[src/rtl/scene_renderer.sv]
// scene_renderer: snapshots game state per frame, streams a monochrome raster.
// Optional game-over inversion: define SCENE_RENDERER_GAMEOVER_INVERT_EN.
module scene_renderer #(
    parameter int H_RES      = 256,
    parameter int V_RES      = 64,
    parameter int GROUND_ROW = 56,
    parameter int DINO_X     = 16,
    parameter int DINO_W     = 16,
    parameter int DINO_H     = 20,
    parameter int OBS_W      = 16,
    parameter int OBS_H      = 26,
    parameter int XW         = $clog2(H_RES),
    parameter int YW         = $clog2(V_RES)
) (
    input  logic          clk,
    input  logic          rst,
    input  logic          gpu_en,
    input  logic [15:0]   dino_y,
    input  logic [15:0]   obstacle_x,
    input  logic [1:0]    state,
    output logic          pix_valid,
    input  logic          pix_ready,
    output logic          pix_data,
    output logic [XW-1:0] pix_x,
    output logic [YW-1:0] pix_y,
    output logic          frame_done,
    output logic          busy
);

    typedef enum logic [1:0] {
        S_IDLE,
        S_LATCH,
        S_SCAN,
        S_DONE
    } state_t;

    state_t        r_st;
    state_t        w_nst;
    logic [15:0]   r_dy;
    logic [15:0]   r_ox;
    logic [1:0]    r_gs;
    logic [XW-1:0] r_x;
    logic [XW-1:0] w_nx;
    logic [YW-1:0] r_y;
    logic [YW-1:0] w_ny;
    logic          r_valid;
    logic          r_data;
    logic          w_xfer;
    logic          w_last;
    logic          w_eol;

    // 17-bit arithmetic keeps ox+OBS_W from wrapping at the right edge
    function automatic logic f_pix(
        input logic [XW-1:0] x,
        input logic [YW-1:0] y,
        input logic [15:0]   dy,
        input logic [15:0]   ox,
        input logic [1:0]    gs
    );
        logic [16:0] w_x;
        logic [16:0] w_y;
        logic [16:0] w_dyc;
        logic [16:0] w_bot;
        logic [16:0] w_top;
        logic [16:0] w_ox;
        logic        w_gnd;
        logic        w_dino;
        logic        w_obs;
        logic        w_lit;
        w_x   = 17'(x);
        w_y   = 17'(y);
        w_ox  = {1'b0, ox};
        w_dyc = (dy > 16'(GROUND_ROW - DINO_H)) ?
                17'(GROUND_ROW - DINO_H) : {1'b0, dy};
        w_bot = 17'(GROUND_ROW) - w_dyc;
        w_top = w_bot - 17'(DINO_H);
        w_gnd = (w_y == 17'(GROUND_ROW));
        w_dino = (w_x >= 17'(DINO_X)) &&
                 (w_x < 17'(DINO_X + DINO_W)) &&
                 (w_y >= w_top) && (w_y < w_bot);
        w_obs = (gs != 2'd0) &&
                (w_x >= w_ox) && (w_x < w_ox + 17'(OBS_W)) &&
                (w_y >= 17'(GROUND_ROW - OBS_H)) &&
                (w_y < 17'(GROUND_ROW));
        w_lit = w_gnd || w_dino || w_obs;
`ifdef SCENE_RENDERER_GAMEOVER_INVERT_EN
        if (gs == 2'd3) w_lit = !w_lit;
`endif
        return w_lit;
    endfunction

    always_comb begin
        w_xfer = r_valid && pix_ready;
        w_eol  = (r_x == XW'(H_RES - 1));
        w_last = w_eol && (r_y == YW'(V_RES - 1));
        w_nx   = w_eol ? '0 : r_x + 1'b1;
        w_ny   = w_eol ? r_y + 1'b1 : r_y;
    end

    always_comb begin
        w_nst = r_st;
        unique case (r_st)
            S_IDLE:  if (gpu_en) w_nst = S_LATCH;
            S_LATCH: w_nst = S_SCAN;
            S_SCAN:  if (w_xfer && w_last) w_nst = S_DONE;
            S_DONE:  w_nst = gpu_en ? S_LATCH : S_IDLE;
            default: w_nst = S_IDLE;
        endcase
    end

    always_ff @(posedge clk or negedge rst) begin
        if (!rst) r_st <= S_IDLE;
        else      r_st <= w_nst;
    end

    always_ff @(posedge clk or negedge rst) begin
        if (!rst) begin
            r_dy    <= '0;
            r_ox    <= '0;
            r_gs    <= '0;
            r_x     <= '0;
            r_y     <= '0;
            r_valid <= 1'b0;
            r_data  <= 1'b0;
        end else begin
            case (r_st)
                S_LATCH: begin
                    r_dy    <= dino_y;
                    r_ox    <= obstacle_x;
                    r_gs    <= state;
                    r_x     <= '0;
                    r_y     <= '0;
                    r_valid <= 1'b1;
                    r_data  <= f_pix('0, '0, dino_y,
                                     obstacle_x, state);
                end
                S_SCAN: begin
                    if (w_xfer) begin
                        if (w_last) begin
                            r_valid <= 1'b0;
                        end else begin
                            r_x    <= w_nx;
                            r_y    <= w_ny;
                            r_data <= f_pix(w_nx, w_ny, r_dy,
                                            r_ox, r_gs);
                        end
                    end
                end
                default: ;
            endcase
        end
    end

    assign pix_valid  = r_valid;
    assign pix_data   = r_data;
    assign pix_x      = r_x;
    assign pix_y      = r_y;
    assign frame_done = (r_st == S_DONE);
    assign busy       = (r_st == S_LATCH) || (r_st == S_SCAN);

endmodule

[config.mk]
export PLATFORM = sky130hd
export DESIGN_NAME = scene_renderer
export DESIGN_NICKNAME = d
export VERILOG_FILES = /design/src/rtl/scene_renderer.sv
export SDC_FILE = /design/constraint.sdc
export NUM_CORES = 1
export LEC_CHECK = 0
export ABC_AREA = 1
export CORE_MARGIN = 1
export CORE_UTILIZATION = 30
export CTS_CLUSTER_DIAMETER = 30
export DETAILED_ROUTE_END_ITERATION = 10
export GPL_TIMING_DRIVEN = 0
export PLACE_DENSITY_LB_ADDON = 0.15
export SLEW_MARGIN = 40
export SYNTH_ARGS = -nofsm -noshare
export SYNTH_HDL_FRONTEND = slang
export SYNTH_SLANG_ARGS = --single-unit
[constraint.sdc]
create_clock -name clk -period 8 [get_ports clk]
set_input_delay 1.2 -clock clk [delete_from_list [all_inputs] [get_ports clk]]
set_output_delay 1.2 -clock clk [all_outputs]
set_load 0.02 [all_outputs]
# Word level (Yosys, flattened, before mapping)
# Cells that the tools add are included.
# Widths: inputs -> output; s select.
dict set report totals {
  regBits 52
  out_inout_bits 18
  word_cells 71
}
dict set report classes {
  addsub 5
  magnitude_cmp 9
  n_eq_ne 11
  mux 19
  n_reduce_logical 19
}
# operator count
set ops {}
lappend ops {{$mux 8} 3}
lappend ops {{$mux 6} 3}
lappend ops {{$add 16x5->17 const B} 1}
lappend ops {{$ge 6x17->1} 1}
lappend ops {{$lt 6x17->1} 1}
lappend ops {{$lt 8x17->1} 1}
lappend ops {{$sub 17x5->17 const B} 1}
lappend ops {{$sub 6x16->17 const A} 1}
lappend ops {{$ge 8x16->1} 1}
lappend ops {{$gt 16x6->1 const B} 1}
lappend ops {{$mux 16} 1}
lappend ops {{$pmux 8 s2} 1}
lappend ops {{$eq 6x6->1 const B} 2}
lappend ops {{$pmux 6 s2} 1}
lappend ops {{$logic_and 1x1->1} 10}
lappend ops {{$ne 2x2->1 const B} 5}
lappend ops {{$add 8x1->8 const B} 1}
lappend ops {{$eq 8x8->1 const B} 1}
lappend ops {{$ge 8x5->1 const B} 1}
lappend ops {{$lt 8x6->1 const B} 1}
lappend ops {{$pmux 2 s4} 1}
lappend ops {{$add 6x1->6 const B} 1}
lappend ops {{$ge 6x5->1 const B} 1}
lappend ops {{$lt 6x6->1 const B} 1}
lappend ops {{10 further kinds} 21}

# Logic depth before layout (Yosys ltp)
# Gate-level depths: netlist of the first run.
dict set report depth {
  word_depth 12
  depth_mapped 26
  mapped_depth_nobuf 26
}

# Worst setup path before layout of the first run
# Ideal clock, no wire load.
dict set report synth_timing {
  path_kind {register to register}
  from {register r_dy[9]}
  to {register r_data, in the netlist pix_data}
  t_arrival_ns 2.735
  required_time_ns 7.883
  path_slack_ns 5.148
  stages_incl_launch_ff 26
  n_path_buf 0
  period_less_slack_ns 2.852
  cell_sequence {dfrtp_1 -> nor2_1 -> nand3_1 -> nor2_2 -> nand2_2 -> nor2_1 -> inv_1 -> ha_1 -> nand4_1 -> nand2_1 -> ha_1 -> inv_1 -> nand3_1 -> nand2_1 -> ha_1 -> a21oi_1 -> o21a_1 -> o21ai_0 -> nand2_1 -> nand2_1 -> nand2_1 -> nor2_1 -> nand4_1 -> nand2_1 -> nand2_1 -> nand2_1}
}
dict set report synth_between {
  elab_chain_cells 12
  elab_cells_between_ends 13
}
# element line_no
set synth_lines {}
lappend synth_lines {{start: declaration} 39} ;# logic [15:0] r_dy;
lappend synth_lines {{start signal: assignment} 128} ;# r_dy <= dino_y;
lappend synth_lines {{$gt 16x6->1} 73} ;# w_dyc = (dy > 16'(GROUND_ROW - DINO_H)) ?
lappend synth_lines {{$mux 16 (*)} 73}
lappend synth_lines {{$sub 6x16->17 (*)} 75} ;# w_bot = 17'(GROUND_ROW) - w_dyc;
lappend synth_lines {{$sub 17x5->17} 76} ;# w_top = w_bot - 17'(DINO_H);
lappend synth_lines {{$ge 6x17->1} 80} ;# (w_y >= w_top) && (w_y < w_bot);
lappend synth_lines {{$logic_and 1x1->1} 79} ;# (w_x < 17'(DINO_X + DINO_W)) &&
lappend synth_lines {{$logic_and 1x1->1 (*)} 80}
lappend synth_lines {{$logic_or 1x1->1 (*) (2 in a row)} 85} ;# w_lit = w_gnd || w_dino || w_obs;
lappend synth_lines {{$mux 1 (*)} 139} ;# if (w_last) begin
lappend synth_lines {{$mux 1 (*)} 138} ;# if (w_xfer) begin
lappend synth_lines {{$pmux 1 s2 (*)} 126} ;# case (r_st)
lappend synth_lines {{end signal: assignment} 134} ;# r_data <= f_pix('0, '0, dino_y,
lappend synth_lines {{end signal: assignment} 144} ;# r_data <= f_pix(w_nx, w_ny, r_dy,
lappend synth_lines {{end: declaration} 47} ;# logic r_data;
# Every way passes the cells marked *; elsewhere a longest branch is shown, timed or not. The select of a mux whose other input is x is not followed.
# A chain may end at the register's enable or synchronous reset.

# Worst setup path after layout of the first run
dict set report layout_timing {
  from {register r_dy[13]}
  to {register r_data, in the netlist pix_data}
}
# Same word-level chain as after synthesis.

==> metrics list, run 1 <==
- Yosys synthesis warning count: 0
- Sequential share of the synthesized area: 0.385
- In this run the number of cells on the critical path is 25.
- Routed via count divided by cell count: 4.51
- Average detailed-routed wire length per instance: 11.8 µm
* Num rows: 38
- Data on the critical path arrives at its endpoint at 3.60 ns.
- Leading cell type by number of instances after synthesis: nand2_1
- Synth Instances: 449
- Detailed placement finished with a half-perimeter wire length of 6.28 mm.
- Top-level I/O count: 56
- Final hold analysis gives a worst-case slack of 0.479 ns.
- GRT Residual Overflow: 0
- Clock-pin slew was measured on the worst setup and hold paths at 0.10 ns.
- The synthesized design contains 0 enable-type register cells.
- Buffers inserted during post-CTS setup optimization: 0
- Min-delay src: r_dy[14]$_DFFE_PN0P_
* Post-synthesis register bit count: 52
* Gates resized, CTS repair: 0
- Fraction of synthesis flops using an asynchronous set or reset pin: 1.00
* Setup repair after global routing missed its margin: false
- Timing-limited maximum frequency: 0.296 GHz
- Worst Setup Start Kind: register
- The startpoint identified for the worst register-to-register timing path is r_dy[13]$_DFFE_PN0P_.
* Tmin final: 3.38 ns
- Commonest register cell after synthesis: dfrtp_1
- Port Buffer Count: 55
- The clock passes through at most 2 buffers.
- Leakage power total: 2.12 nW
- Of the post-synthesis cell area, the dominant cell type holds 0.385.
- Net count of the finished layout: 583
* Cell area after placement: 0.00412 mm²
* Total core area: 0.0109 mm²
- At the end of routability-driven placement, the weighted congestion stood at 0.793.
* Number of cells traversed by the worst register-to-register path: 25
- Entering global routing, the biggest net connects 37 pins.
* Yosys cell types: 33
- The critical path is of the reg2reg type.
- The area growth from synthesis to layout is 25.3%.
- Across the run, the number of max-cap violations was 0.
- Post-Route WL: 7.70 mm
- Total routing resource utilization after global routing: 0.143
* Worst path buffer plus inverter count: 2
- From left edge to right edge, the die measures 108 µm.
- The later pin in the worst-skew pair is clocked with a latency of 0.32 ns.
- The synthesized netlist occupies a cell area of 0.00338 mm².
- Across all layers, the routed design uses 2944 vias.
- Setup total negative slack on the finished layout was measured at 0 ns.
- The number of nets handed over by synthesis was 520.
* Final Max Tran Viols: 0
- Number of hold-slack violations in the final timing report: 0
- Dividing the final minimum period by the clock period gives 0.423.
* Y dimension of the die: 108 µm
* Antenna violations before repair: 0
* Die Footprint: 0.0117 mm²
* Layout Skew: 0.00638 ns
* Most area-consuming cells after synthesis: dfrtp_1 39%, nand2_1 17%, ha_1 12%
- Setup violations remaining at the end of the flow were counted as 0.
* Fraction of final layout cells sized beyond drive strength 1: 0.0643
- Power spread over the standard cell area amounts to 276 mW/mm².
- Total inserted antenna cells: 0
- Most repeated library cell on the critical path: nand2_1
- The first detailed-routing pass ran for 4 iterations.
- With fillers left out, the area of the finished cells amounts to 0.00423 mm².
* Number of buffers inserted during clock tree synthesis: 5
* Worst Hold Path Cells: 2
- The H-tree was split into 2 levels.
- On the critical path, the stage with the largest delay is an instance of dfrtp_1.
- Worst path top cell family by delay: simple AND/OR/NAND/NOR gates
- Most area-hungry cell type in the Yosys netlist: dfrtp_1
- Clock sinks: 52
- DRC violation total after the first TritonRoute iteration: 81
* Crit path capture type: register
- The number of hold buffers added after CTS was 0.
* Critical path startpoint: r_dy[13]$_DFFE_PN0P_
- After detailed routing, the number of remaining DRC violations is 0.
- The number of global-route vias before repair is 2760.
- Post-synthesis area per instance: 7.52 µm²
* Wire length of the first global-routing pass: 13.0 mm
- TritonCTS built the clock tree.
- The run finished with clean final reports.
- Data on the critical path is required at its endpoint by 8.22 ns.
- Peak per-stage delay on the critical path: 0.39 ns
* Worst ir drop on vdd: 0.000118 V
- Worst slew slack as a fraction of its limit: 0.690
- For this configuration, the core starts out at a cell density of 0.310.
* Root buffer cell: clkbuf_8
- Maximum fanout along the worst path: 5
* Antenna violation net count after detailed routing: 0
* Synth cell count leaders: 153 x nand2_1, 62 x inv_1, 52 x dfrtp_1
- Filler cell count in the final layout: 1182
- At the pin with the least slew margin, the transition time is 0.464 ns.
- Hold Path Class: reg2reg
placed cells by master (no fill, tap or decap), types with 5 or more instances in the layout:
cell / n
xor2_1: 8
a21oi_1: 11
nor2_1: 24
nand4_1: 7
inv_1: 62
clkbuf_8: 5
ha_1: 33
nand3_1: 25
clkbuf_1: 8
nand2_1: 153
o21ai_0: 20
nand2_2: 8
clkdlybuf4s50_1: 54
o22ai_1: 7
dfrtp_1: 52
nor2_2: 6
path summary, 6_finish.rpt:
kind / endpoint / slack [ns]
worst max-delay path: pix_data$_DFFE_PN0P_ / 4.62
worst min-delay path: r_dy[14]$_DFFE_PN0P_ / 0.48
worst max register to register: pix_data$_DFFE_PN0P_ / 4.62
worst min register to register: r_dy[14]$_DFFE_PN0P_ / 0.48
max in group asynchronous: r_dy[11]$_DFFE_PN0P_ / 6.79
min in group asynchronous: r_st[0]$_DFFE_PN0P_ / 0.75
per-stage QoR:
step                      std cells  setup slack, ns  power [W]   util
after floorplan                 449             5.15   0.000813      -
after global routing            653             4.19    0.00129  0.389
after CTS                       653             4.61    0.00119  0.389
after detailed placement        645             4.62   0.000994  0.378
after global placement          644             3.98   0.000982  0.377
final                           653             4.62    0.00117  0.389
sequential cells by signal (all words and copies together), names as in the netlist:
name	flops
pix_valid	1
r_dy	16
pix_x	8
pix_data	1
pix_y	6
r_st	2
r_ox	16
r_gs	2
tightest hold or removal path, delay by kind of cell, from the launching register on:
family	cells	cell delay, ns
AND/OR/NAND/NOR	2	0.09
flip-flops	1	0.36
cell families (layout without fill, tap and decap cells):
family,after synthesis,after routing,synth area share
fa+ha+maj,33,33,0.122
simple gates,232,232,0.294
xor+xnor,10,10,0.0259
compound gates,50,50,0.0901
buf+inv,72,136,0.0823
flops,52,52,0.385
per-layer routing:
metal	vias up	global-route usage	wire, µm
met5	-	0	0
met2	56	0.236	3510
li1	1554	-	-
met3	5	0.0295	375
met1	1329	0.190	3750
met4	0	0.0323	70
layout make-up:
type / instances / area (µm²) / share of cell area
inverters: 63 / 241 / 0.0571
flip-flops and latches: 52 / 1300 / 0.308
plain buffers: 9 / 36.3 / 0.00858
repair buffers: 56 / 568 / 0.134
clock inverters: 2 / 38.8 / 0.00917
clock buffers: 6 / 72.6 / 0.0172
well taps: 140 / 175 / 0.0414
multi-input cells: 325 / 1800 / 0.425
power by group:
part	switching (W)	internal, W	leakage (nW)
registers	0.0000687	0.000364	0.658
logic	0.000341	0.000203	1.41
clock network	0.0000955	0.0000948	0.0558
total	0.000506	0.000662	2.12
(Power assumes the default switching activity.)
==> run 2, diff against run 1 <==
clock period = 3.45 ns   (was 8 ns; I/O delays follow)
==> metrics list, run 2 (synthesized netlist as in run 1, its figures left out) <==
- Outcome: complete, no violations (unchanged).
- The iteration count of the initial detailed-routing pass came to 4 (unchanged).
- Number of buffers inserted during clock tree synthesis: 5 (unchanged)
* Worst path top cell family by delay: simple AND/OR/NAND/NOR gates (unchanged)
- DP Wirelength: 6.28 mm (unchanged)
- The worst flop-to-flop path startpoint was r_dy[13]$_DFFE_PN0P_ (unchanged).
* Antenna violations before repair: 0 (unchanged)
- The via count normalized by instance count came to 4.52 (was 4.51).
* Setup repair after global routing missed its margin: false (unchanged)
- Data required time at the worst endpoint: 3.71 ns (was 8.22 ns)
- Vias in the first global route: 2760 (unchanged)
* Peak per-stage delay on the critical path: 0.40 ns (was 0.39 ns)
- GRT Residual Overflow: 0 (unchanged)
- Top library cells by usage in the layout, fill and taps aside: 151 x nand2_1, 62 x inv_1, 54 x clkdlybuf4s50_1 (was 153 x nand2_1, 62 x inv_1, 54 x clkdlybuf4s50_1)
- The fmax was 0.322 GHz (was 0.296 GHz).
- The final layout net count is 589 (was 583).
- The final-report max-slew violation count is 0 (unchanged).
* Worst Setup Start Kind: register (unchanged)
- The relative slew slack was 0.696 (was 0.690).
- The least setup slack across all paths after layout came to 0.347 ns (was 4.62 ns).
- Layout Skew: 0.00666 ns (was 0.00638 ns)
* Fraction of final layout cells sized beyond drive strength 1: 0.0944 (was 0.0643)
- Root buffer cell: clkbuf_8 (unchanged)
- The number of design-rule violations left by the first detailed-router iteration came to 82 (was 81).
- The post-route antenna net violation count is 0 (unchanged).
* Number of remaining DRC errors: 0 (unchanged)
- The number of diodes is 0 (unchanged).
* Max_cap viols: 0 (unchanged)
- The critical setup path kind is reg2reg (unchanged).
* Most common cell after layout, fill and taps aside: nand2_1 (unchanged)
- Number of buffers on the longest clock path: 2 (unchanged)
* Post-Place Worst Slack: 0.0702 ns (was 4.62 ns)
- The arrival time at the worst endpoint was 3.36 ns (was 3.60 ns).
* Worst-margin pin slew: 0.455 ns (was 0.464 ns)
- Most repeated library cell on the critical path: nand2_1 (unchanged)
- The count of buffer and inverter cells on the critical path was 3 (was 2).
- Total design power: 0.00277 W (was 0.00117 W)
* Post-cts hold buffer count: 0 (unchanged)
- Total routing resource utilization after global routing: 0.143 (unchanged)
- FF-to-FF End: pix_data$_DFFE_PN0P_ (unchanged)
- The start point of the critical path was r_dy[13]$_DFFE_PN0P_ (unchanged).
- Number of hold-slack violations in the final timing report: 0 (unchanged)
- Areal power density over the cells: 640 mW/mm² (was 276 mW/mm²)
* Clock slew at reported path FFs: 0.10 ns (about the same)
- Worst ir drop on vdd: 0.000277 V (was 0.000118 V)
* Final clock period utilization by the worst path: 0.899 (was 0.423)
* Horizontal die dimension: 108 µm (unchanged)
* Post-Route WL: 7.81 mm (was 7.70 mm)
- Source-to-sink clock delay at the later pin of the worst-skew pair: 0.32 ns (about the same)
- The leakage component of the power is 2.16 nW (was 2.12 nW).
- Clock tree from TritonCTS: done (unchanged)
* Instance count after placement with tap cells included: 645 (unchanged)
* Global placer's final weighted congestion: 0.793 (unchanged)
- Cell with the largest stage delay on the worst path: dfrtp_1 (unchanged)
* Maximum fanout along the worst path: 5 (unchanged)
- Setup violation total in the final timing report: 0 (unchanged)
- Final cell utilization of the core: 0.398 (was 0.389)
- Top-level I/O count: 56 (unchanged)
- Hold Path Class: in2async (was reg2reg)
- Slack of the worst reg-to-reg path: 0.35 ns (was 4.62 ns)
- Total core area: 0.0109 mm² (unchanged)
- The number of clock sinks seen by CTS was 52 (unchanged).
- Number of cells traversed by the worst register-to-register path: 26 (was 25)
- Synthesis-to-finish area growth: 28.2% (was 25.3%)
- Port Buffer Count: 55 (unchanged)
- The largest net degree at the start of global routing is 37 (unchanged).
* Initial Utilization: 0.310 (unchanged)
- Vias post-DR: 2978 (was 2944)
* Die Footprint: 0.0117 mm² (unchanged)
- Post-route insts no fill: 659 (was 653)
- Final total negative setup slack: 0 ns (unchanged)
- H-Tree Depth: 2 (unchanged)
- The routed wirelength normalized by instance count was 11.9 µm (was 11.8 µm).
- The die extent in y came to 108 µm (unchanged).
* Wire length of the first global-routing pass: 13.0 mm (unchanged)
- The site row count was 38 (unchanged).
- Crit path capture type: register (unchanged)
* Tmin final: 3.10 ns (was 3.38 ns)
[run 2: worst register-to-register path, cell delays in order, from the launching register on]
cell	delay [ns]
dfrtp_1	0.40
nor2_2	0.12
nand3_2	0.11
nor2_4	0.16
nand2_4	0.10
inv_1	0.08
nand2_1	0.06
ha_1	0.21
inv_1	0.06
nand2_1	0.06
nand2_2	0.08
ha_2	0.18
inv_1	0.04
nand3_1	0.10
nand2_1	0.10
ha_4	0.29
nand2_1	0.07
o21a_1	0.18
o21ai_0	0.07
nand2_1	0.06
nand2_1	0.06
nand2_1	0.05
nor2_1	0.11
nand4_1	0.11
nand2_1	0.08
nand2_1	0.06
nand2_1	0.06
[run 2: worst max-delay path by stage]
stage	endpoint	cells after the start	slack (ns)
finish	pix_data$_DFFE_PN0P_	26	0.35
global route	pix_data$_DFFE_PN0P_	26	0.01
CTS	pix_data$_DFFE_PN0P_	25	0.06
detailed placement	pix_data$_DFFE_PN0P_	25	0.07
global placement	pix_data$_DFFE_PN0P_	25	0.04
floorplan	pix_data$_DFFE_PN0P_	25	0.60
[run 2: layer usage]
metal / global-route usage / vias up / wire [µm]
met2: 0.236 / 60 / 3570
met5: 0 / - / 0
met4: 0.0323 / 0 / 68
met3: 0.0295 / 5 / 395
li1: - / 1563 / -
met1: 0.190 / 1350 / 3780
[run 2: final cells by class]
cell class	count	area, µm²
flip-flops and latches	52	1300
fillers	1175	6560
clock buffers	6	72.6
well taps	140	175
inverters	63	241
repair buffers	62	613
plain buffers	9	36.3
clock inverters	2	38.8
multi-input cells	325	1850
[run 2: where the power goes]
part	internal [W]	total, W	switching (W)
Sequential	0.000845	0.00101	0.000166
Combinational	0.000503	0.00132	0.000816
Clock	0.000220	0.000441	0.000221
Total	0.00157	0.00277	0.00120
[run 2: timing repair]
action / in CTS / in global routing
resized for setup: 0 / 13
buffers inserted: 0 / 6
setup endpoints to repair: 0 / 1
[run 2: stage by stage]
stage | hold WS [ns] | area (µm²)
2_1_floorplan | 0.222 | 3380
3_3_place_gp | 0.454 | 4100
3_5_place_dp | 0.415 | 4120
4_1_cts | 0.0686 | 4230
5_1_grt | 0.0617 | 4330
6_report | 0.0665 | 4330
==> run 3, diff against run 2 <==
DONT_BUFFER_PORTS = 1   (was not set)
MAX_ROUTING_LAYER = met4   (was not set)
==> metrics list, run 3 (synthesized netlist as in run 1, its figures left out) <==
- Outcome: complete, no violations (unchanged).
- FF-to-FF End: pix_data$_DFFE_PN0P_ (unchanged)
* Maximum fanout along the worst path: 5 (unchanged)
* Hold Path Class: in2async (unchanged)
- Antenna violations before repair: 0 (unchanged)
- Setup repair after global routing missed its margin: false (unchanged).
- The cell at the root of the clock tree is clkbuf_8 (unchanged).
* Fraction of final layout cells sized beyond drive strength 1: 0.0954 (was 0.0944)
- Origin of the critical flop-to-flop path: r_dy[13]$_DFFE_PN0P_ (unchanged)
- Total inserted antenna cells: 0 (unchanged)
* Timing-limited maximum frequency: 0.316 GHz (was 0.322 GHz)
- Max_cap viols: 0 (unchanged)
- Number of cells traversed by the worst register-to-register path: 26 (unchanged)
- Layout Skew: 0.00576 ns (was 0.00666 ns)
- Total core area: 0.0109 mm² (unchanged)
- Vias post-DR: 2761 (was 2978)
* Post-Route WL: 7.76 mm (was 7.81 mm)
* Proportion of total power due to net switching: 0.462 (was 0.434)
- The relative area change from synthesis to final layout was 10.8% (was 28.2%).
- The end of the critical path was pix_data$_DFFE_PN0P_ (unchanged).
- The clock transition time at the flip-flop clock pins of the worst setup and hold paths came to 0.10 ns (about the same).
- The number of inserted filler cells in the final layout was 1200 (was 1175).
* Routed via count divided by cell count: 4.59 (was 4.52)
* Number of buffers on the longest clock path: 2 (unchanged)
* Switching power: 0.00119 W (was 0.00120 W)
- The peak ir drop on the vdd network was 0.000297 V (was 0.000277 V).
* Wire length of the first global-routing pass: 12.8 mm (was 13.0 mm)
* Top library cells by usage in the layout, fill and taps aside: 151 x nand2_1, 62 x inv_1, 52 x dfrtp_1 (was 151 x nand2_1, 62 x inv_1, 54 x clkdlybuf4s50_1)
- The iteration count of the initial detailed-routing pass was 4 (unchanged).
* Cell-internal power: 0.00138 W (was 0.00157 W)
- Source-to-sink clock delay at the later pin of the worst-skew pair: 0.31 ns (was 0.32 ns)
- Setup violation total in the final timing report: 0 (unchanged)
* Category of the critical setup timing path: reg2reg (unchanged)
- The number of global-route vias before repair is 2610 (was 2760).
- The worst hold slack was 0.0526 ns (was 0.0665 ns).
- Slack of the worst reg-to-reg path: 0.29 ns (was 0.35 ns)
* Number of remaining DRC errors: 0 (unchanged)
* Initial Utilization: 0.310 (unchanged)
- Final Max Tran Viols: 0 (unchanged)
- Worst path arrival time: 3.42 ns (was 3.36 ns)
- The part of the power in combinational logic is 0.452 (was 0.476).
- Number of buffers inserted during clock tree synthesis: 5 (unchanged)
- Global placer's final weighted congestion: 0.762 (was 0.793)
- The CTS tree is done (unchanged).
- H-Tree Depth: 2 (unchanged)
- Sequential group share of total power: 0.404 (was 0.365)
- The number of buffers added on ports is 0 (was 55).
- The die width was 108 µm (unchanged).
* Pin count of the biggest net entering global routing: 53 (was 37)
- The portion of the clock cycle consumed by the worst path in the final layout is 0.917 (was 0.899).
- The startpoint type of the worst setup path is a register (unchanged).
* Critical path startpoint: r_dy[13]$_DFFE_PN0P_ (unchanged)
- The most common cell after layout, fill and taps aside is nand2_1 (unchanged).
- Clk pwr share: 0.144 (was 0.159)
- Data required time at the worst endpoint: 3.70 ns (was 3.71 ns)
* Antenna violation net count after detailed routing: 0 (unchanged)
* Tmin final: 3.16 ns (was 3.10 ns)
- Total routing resource utilization after global routing: 0.145 (was 0.143)
* Average detailed-routed wire length per instance: 12.9 µm (was 11.9 µm)
- The leakage component of the power is 1.93 nW (was 2.16 nW).
- The relative slew slack came to 0.705 (was 0.696).
- Worst-margin pin slew: 0.443 ns (was 0.455 ns)
- The area enclosed by the die boundary was 0.0117 mm² (unchanged).
- Post-Place Worst Slack: -0.0237 ns (was 0.0702 ns)
- The number of design-rule violations left by the first detailed-router iteration was 107 (was 82).
- Net count of the finished layout: 531 (was 589)
* Clock sinks: 52 (unchanged)
* Top-level I/O count: 56 (unchanged)
- Areal power density over the cells: 687 mW/mm² (was 640 mW/mm²)
* GRT Residual Overflow: 0 (unchanged)
- Final worst slack: 0.285 ns (was 0.347 ns)
* Y dimension of the die: 108 µm (unchanged)
- The site row count is 38 (unchanged).
* Crit path capture type: register (unchanged)
* DP Wirelength: 6.08 mm (was 6.28 mm)
* Number of hold-slack violations in the final timing report: 0 (unchanged)
run 3: stage by stage:
step	std cells	area (µm²)	utilization	total power [W]	TNS, ns
after floorplan	449	3380	-	0.00189	0
after global placement	589	3550	0.326	0.00217	-0.0201
after detailed placement	589	3550	0.326	0.00219	-0.0237
after CTS	598	3670	0.337	0.00259	0
after global routing	601	3740	0.343	0.00287	0
final	601	3740	0.343	0.00257	0
run 3: what timing repair did:
action / CTS / global route
buffers inserted: 0 / 3
pin swaps: 0 / 5
gates resized for setup: 1 / 10
hold buffers: 1 / 0
endpoints found under the hold margin: 52 / 0
setup endpoints to repair: 1 / 1
run 3: critical path, stage by stage (launching register included):
cell and delay [ns]:
dfrtp_1 0.39, nor2_1 0.14, nand3_2 0.12, nor2_4 0.15
nand2_4 0.09, inv_1 0.08, nand2_1 0.06, ha_1 0.21
inv_1 0.06, nand2_1 0.06, nand2_2 0.09, ha_1 0.17
inv_1 0.04, nand3_1 0.10, nand2_1 0.11, ha_4 0.29
nand2_1 0.06, o21a_1 0.18, o21ai_0 0.07, nand2_1 0.07
nand2_1 0.07, nand2_1 0.06, nor2_2 0.10, nand4_1 0.13
nand2_1 0.09, nand2_1 0.05, nand2_1 0.05
run 3: worst min path at each step:
stage	endpoint	slack [ns]
CTS	pix_x[5]$_DFFE_PN0P_	0.05
floorplan	pix_data$_DFFE_PN0P_	0.22
global route	r_ox[4]$_DFFE_PN0P_	0.05
finish	pix_x[5]$_DFFE_PN0P_	0.05
detailed placement	pix_x[7]$_DFFE_PN0P_	0.22
global placement	pix_x[7]$_DFFE_PN0P_	0.22
run 3: routing by layer:
metal,track usage,share of wire,vias up
met2,0.219,0.44,62
met3,0.0325,0.050,4
met1,0.196,0.51,1252
li1,-,-,1443
met5,-,0,-
met4,0.0323,0.0066,0
run 3: layout make-up:
cell class / count / area [µm²] / share of cell area
clock inverter: 3 / 21.3 / 0.00569
timing repair buffer: 4 / 50.0 / 0.0134
sequential: 52 / 1300 / 0.348
clock buffer: 5 / 68.8 / 0.0184
tap: 140 / 175 / 0.0468
multi-input combinational: 325 / 1850 / 0.493
inverter: 63 / 241 / 0.0646
buffer: 9 / 36.3 / 0.00970
run 3: power by group through the flow:
stage	Clock (W)	Sequential [W]	Combinational [W]
2_1_floorplan	0	0.00100	0.000883
3_3_place_gp	0	0.00104	0.00112
3_5_place_dp	0	0.00105	0.00114
4_1_cts	0.000395	0.00103	0.00116
5_1_grt	0.000416	0.00107	0.00138
6_report	0.000371	0.00104	0.00116
